### src/rtl/div_unit.sv
// Iterative radix-2 RV32M divider for DIV, DIVU, REM and REMU.
// One quotient bit per clock; divide-by-zero and overflow finish in one cycle.
module div_unit #(
  parameter int WIDTH = 32
) (
  input  logic             clk,
  input  logic             reset,
  input  logic             Start,
  input  logic [1:0]       DivOp,
  input  logic [WIDTH-1:0] A,
  input  logic [WIDTH-1:0] B,
  output logic             Busy,
  output logic             Done,
  output logic [WIDTH-1:0] DivResult
);

  localparam int CW = $clog2(WIDTH);

  typedef enum logic [1:0] {
    IDLE,
    RUN,
    FIX,
    DONE
  } state_t;

  state_t           state_q, state_d;
  logic [1:0]       op_q, op_d;
  logic [WIDTH-1:0] rem_q, rem_d;
  logic [WIDTH-1:0] quo_q, quo_d;
  logic [WIDTH-1:0] dvs_q, dvs_d;
  logic [WIDTH-1:0] res_q, res_d;
  logic [CW-1:0]    cnt_q, cnt_d;
  logic             qneg_q, qneg_d;
  logic             rneg_q, rneg_d;
  logic             busy_q, busy_d;
  logic             done_q, done_d;

  logic             accept;
  logic             sgn;
  logic             b_zero;
  logic             ovf;
  logic [WIDTH-1:0] a_abs;
  logic [WIDTH-1:0] b_abs;
  logic [WIDTH:0]   sh;
  logic [WIDTH+1:0] diff;
  logic             borrow;
  logic [WIDTH-1:0] q_fix;
  logic [WIDTH-1:0] r_fix;
  logic             unused_diff;

  assign unused_diff = diff[WIDTH];

  always_comb begin
    state_d = state_q;
    op_d    = op_q;
    rem_d   = rem_q;
    quo_d   = quo_q;
    dvs_d   = dvs_q;
    res_d   = res_q;
    cnt_d   = cnt_q;
    qneg_d  = qneg_q;
    rneg_d  = rneg_q;

    accept = Start && (state_q == IDLE || state_q == DONE);
    sgn    = ~DivOp[0];
    b_zero = (B == '0);
    ovf    = sgn && (A == {1'b1, {(WIDTH-1){1'b0}}})
                 && (B == '1);
    a_abs  = (sgn && A[WIDTH-1]) ? -A : A;
    b_abs  = (sgn && B[WIDTH-1]) ? -B : B;

    // Partial remainder can reach WIDTH+1 bits after the shift
    sh     = {rem_q, quo_q[WIDTH-1]};
    diff   = {1'b0, sh} - {2'b00, dvs_q};
    borrow = diff[WIDTH+1];

    q_fix  = qneg_q ? -quo_q : quo_q;
    r_fix  = rneg_q ? -rem_q : rem_q;

    unique case (state_q)
      IDLE, DONE: begin
        state_d = IDLE;
        if (accept) begin
          op_d = DivOp;
          if (b_zero) begin
            res_d   = DivOp[1] ? A : '1;
            state_d = DONE;
          end else if (ovf) begin
            res_d   = DivOp[1] ? '0 : A;
            state_d = DONE;
          end else begin
            quo_d   = a_abs;
            dvs_d   = b_abs;
            rem_d   = '0;
            cnt_d   = '0;
            qneg_d  = sgn & (A[WIDTH-1] ^ B[WIDTH-1]);
            rneg_d  = sgn & A[WIDTH-1];
            state_d = RUN;
          end
        end
      end
      RUN: begin
        rem_d = borrow ? sh[WIDTH-1:0] : diff[WIDTH-1:0];
        quo_d = {quo_q[WIDTH-2:0], ~borrow};
        cnt_d = cnt_q + 1'b1;
        if (cnt_q == CW'(WIDTH-1))
          state_d = FIX;
      end
      FIX: begin
        res_d   = op_q[1] ? r_fix : q_fix;
        state_d = DONE;
      end
      default: state_d = IDLE;
    endcase

    busy_d = (state_d == RUN) || (state_d == FIX);
    done_d = (state_d == DONE);
  end

  always_ff @(posedge clk or posedge reset) begin
    if (reset) begin
      state_q <= IDLE;
      op_q    <= '0;
      rem_q   <= '0;
      quo_q   <= '0;
      dvs_q   <= '0;
      res_q   <= '0;
      cnt_q   <= '0;
      qneg_q  <= 1'b0;
      rneg_q  <= 1'b0;
      busy_q  <= 1'b0;
      done_q  <= 1'b0;
    end else begin
      state_q <= state_d;
      op_q    <= op_d;
      rem_q   <= rem_d;
      quo_q   <= quo_d;
      dvs_q   <= dvs_d;
      res_q   <= res_d;
      cnt_q   <= cnt_d;
      qneg_q  <= qneg_d;
      rneg_q  <= rneg_d;
      busy_q  <= busy_d;
      done_q  <= done_d;
    end
  end

  assign Busy      = busy_q;
  assign Done      = done_q;
  assign DivResult = res_q;

endmodule

### config.mk
export PLATFORM = sky130hd
export DESIGN_NAME = div_unit
export DESIGN_NICKNAME = d
export VERILOG_FILES = /design/src/rtl/div_unit.sv
export SDC_FILE = /design/constraint.sdc
export NUM_CORES = 1
export LEC_CHECK = 0
export ABC_AREA = 1
export BUFFER_PORTS_ARGS = -buffer_cell sky130_fd_sc_hd__buf_4
export CORE_ASPECT_RATIO = 2
export CORE_MARGIN = 4
export CORE_UTILIZATION = 60
export DETAILED_ROUTE_END_ITERATION = 6
export PLACE_DENSITY = 0.84
export SYNTH_ARGS = -nofsm -noshare
export SYNTH_HDL_FRONTEND = slang
export SYNTH_SLANG_ARGS = --single-unit
### constraint.sdc
create_clock -name clk -period 6.4 [get_ports clk]
set_input_delay 0.32 -clock clk [delete_from_list [all_inputs] [get_ports clk]]
set_output_delay 0.32 -clock clk [all_outputs]
set_load 0.005 [all_outputs]
==> metrics <==
status=finished with violations; failing checks=negative hold slack; Largest stage delay, worst path=around 0.7 ns; Slew @ Worst Pin=about 1.3 ns; core area=between 20,000 and 25,000 sq um; FF+latch count, synth=140; DRC viols=0; Synth Warn #=0; initial antenna violation count=0; Routed WL=around 48,000 um; RSZ-0062 raised after global routing=false; Antenna diodes=0; Worst setup SP type=flip-flop; Synth cell types=40; Post-CTS Hold Fix Bufs=0; CP Data Arrival Time=3.60 ns; routed vias/inst=approximately 5.7; Syn Nets=between 2,000 and 2,500; synth top area cells=dfrtp_1, nand2_1, nand3_1; area of placed instances=approximately 14,000 sq um; final setup fails=0; GRT Residual Overflow=0; Chip Height=218 um; Post-synth EDFFs=0; die area=between 20,000 and 25,000 sq um; final core utilization=0.678; most common cell in the netlist=nand2_1; Worst-path clk slew=0.06 ns; buffers added on ports=102; Final HPWL DP=slightly below 40,000 um; row count=76; Root Buffer=clkbuf_16; metal2 WL=25,100 um; reg2reg setup slack=3.12 ns; Post-synth top cells=nand2_1, nand3_1, inv_1; mux contribution to synthesized area=0; number of setup buffers added after CTS=0; post-synthesis cell area=between 10,000 and 15,000 sq um; initial core utilization=0.612; Initial DRC Count=roughly 1,100; TritonRoute pass-1 iters=6; CTS H-tree lvls=4; Top Metal Used=met4; crit-path cells=inv_1 > ha_2 > nand2_1 > inv_1 > nand3_4 > nand2_4 > clkinv_2 > nand2_1 > nand3_1; Synth Flop Type=dfrtp_1; relative slew slack=0.156; Max Freq=304 MHz; DR vias=15,100; Routed Antenna Nets=0; share of flip-flops with an asynchronous set or reset=1.00; wire length per cell=roughly 18 um; Met1 Wirelength=roughly 16,000 um; Peak VDD IR=0.000226 V; Final Max Slew Viols=0; Synth Instances=about 2,300; maximum buffer depth of the clock tree=2; post-synth top area cell=dfrtp_1; CP max FO=55; clock latency on the worst-skew pair=0.45 ns; CTS resizes=0; Die X=around 110 um; r2r worst-path depth=9; XOR/XNOR Fraction of Synth Area=0.0370; highest-delay cell along the critical path=clkinv_2; Ports=roughly 100; Synth Area in Adders=0.0411; layout cell share with drive strength beyond 1=0.0739; pwr dens=between 300 and 400 nW/um^2; compound-cell area share of the yosys netlist=0.0905; Worst Path Required=between 6 and 7 ns; Final Cycle Share=0.513; largest family of logic cells by synthesized area=simple AND/OR/NAND/NOR gates; post-synthesis simple-gate area fraction=0.453; Leakage=7.86 nW; vias in the first global route=about 14,000; routed wl met3=2520 um; reg2reg start=state_q[0]; crit path launch=state_q[0]; largest net degree at the start of global routing=83; RD Place Congestion=about 1.1; maxcap violations=0; syn_area_per_cell=approximately 5.8 sq um; final hold slack=-0.0115 ns; Power Total=5.49 mW; post-synthesis to final-layout area growth=10.8%; reg2reg end=quo_q[16]; Crit Path Class=reg -> reg; Tot GR Track Use=0.393; final instance area=around 15,000 sq um; Nets=approximately 2,500; TritonCTS clock tree=done; Seq/Total Area, Yosys=0.264; Clock Skews=approximately 0.0091 ns; Final Hold Fails=7; proportion of netlist area held by the largest area contributor=0.264; Setup TNS=0 ns; Hold/Removal Path Class=in -> async; clock sink count=140; Final Critical Period=roughly 3.3 ns; wire length of the first global-routing pass=roughly 75,000 um; Num CTS Buffers=17; crit path capture type=flip-flop
report_power, final:
group,switching (mW),internal [mW]
Combinational,2.14,0.982
Clock,0.377,0.653
Sequential,0.262,1.07
cells by family after synthesis:
family          Yosys count
compound gates          228
xor+xnor                 56
fa+ha+maj                43
buf+inv                 383
flops                   140
simple gates           1438
metal layers:
layer | track usage | up-vias
li1 | - | 7340
met1 | 0.378 | 6811
met2 | 0.714 | 677
met3 | 0.0554 | 233
met4 | 0.338 | 0
met5 | 0 | -
per-stage QoR:
step	setup WS [ns]	instances
2_1_floorplan	2.33	2288
3_3_place_gp	2.98	2598
6_report	3.12	2627
3_5_place_dp	2.94	2598
5_1_grt	2.85	2627
4_1_cts	3.19	2627
critical path, delay by kind of cell (launching register included):
| kind | cells | cell delay [ns] |
|---|---|---|
| flip-flops | 1 | 0.36 |
| buffers and inverters | 3 | 0.92 |
| adder cells (fa/ha/maj) | 1 | 0.37 |
| AND/OR/NAND/NOR | 5 | 1.43 |
layout make-up:
| type | instances | area [sq um] |
|---|---|---|
| multi-input cells | 1765 | 8250 |
| fillers | 1968 | 6980 |
| flip-flops and latches | 140 | 3500 |
| inverters | 307 | 1160 |
| repair buffers | 113 | 848 |
| clock buffers | 21 | 450 |
| well taps | 273 | 342 |
| clock inverters | 8 | 144 |
cells in the final DEF (no fill, tap or decap), types with 10 or more instances in the layout:
| master | synthesis | final |
|---|---|---|
| nand2_1 | 820 | 820 |
| nand3_1 | 304 | 304 |
| inv_1 | 298 | 297 |
| nor2_1 | 234 | 234 |
| dfrtp_1 | 140 | 140 |
| o21ai_0 | 117 | 117 |
| buf_4 | 6 | 113 |
| a21oi_1 | 72 | 72 |
| ha_1 | 42 | 41 |
| xor2_1 | 36 | 36 |
| nand4_1 | 21 | 21 |
| xnor2_1 | 20 | 20 |
| nor3_1 | 18 | 18 |
| clkbuf_16 | 0 | 17 |
| o21ai_1 | 13 | 13 |
| o211ai_1 | 11 | 11 |
| and2_1 | 10 | 10 |
worst max-delay path by stage:
stage	endpoint	slack, ns
finish	quo_q[16]	3.12
global route	quo_q[16]	2.85
CTS	cnt_q[2]	3.19
detailed placement	cnt_q[2]	2.94
global placement	cnt_q[2]	2.98
floorplan	Busy	2.33
state kept, by name (all words and copies together) (netlist names):
name,cells
DivResult,32
dvs_q,32
quo_q,32
rem_q,32
cnt_q,5
state_q,2
Busy,1
Done,1
op_q,1
qneg_q,1
rneg_q,1
Power figures use the tool's default switching activity.
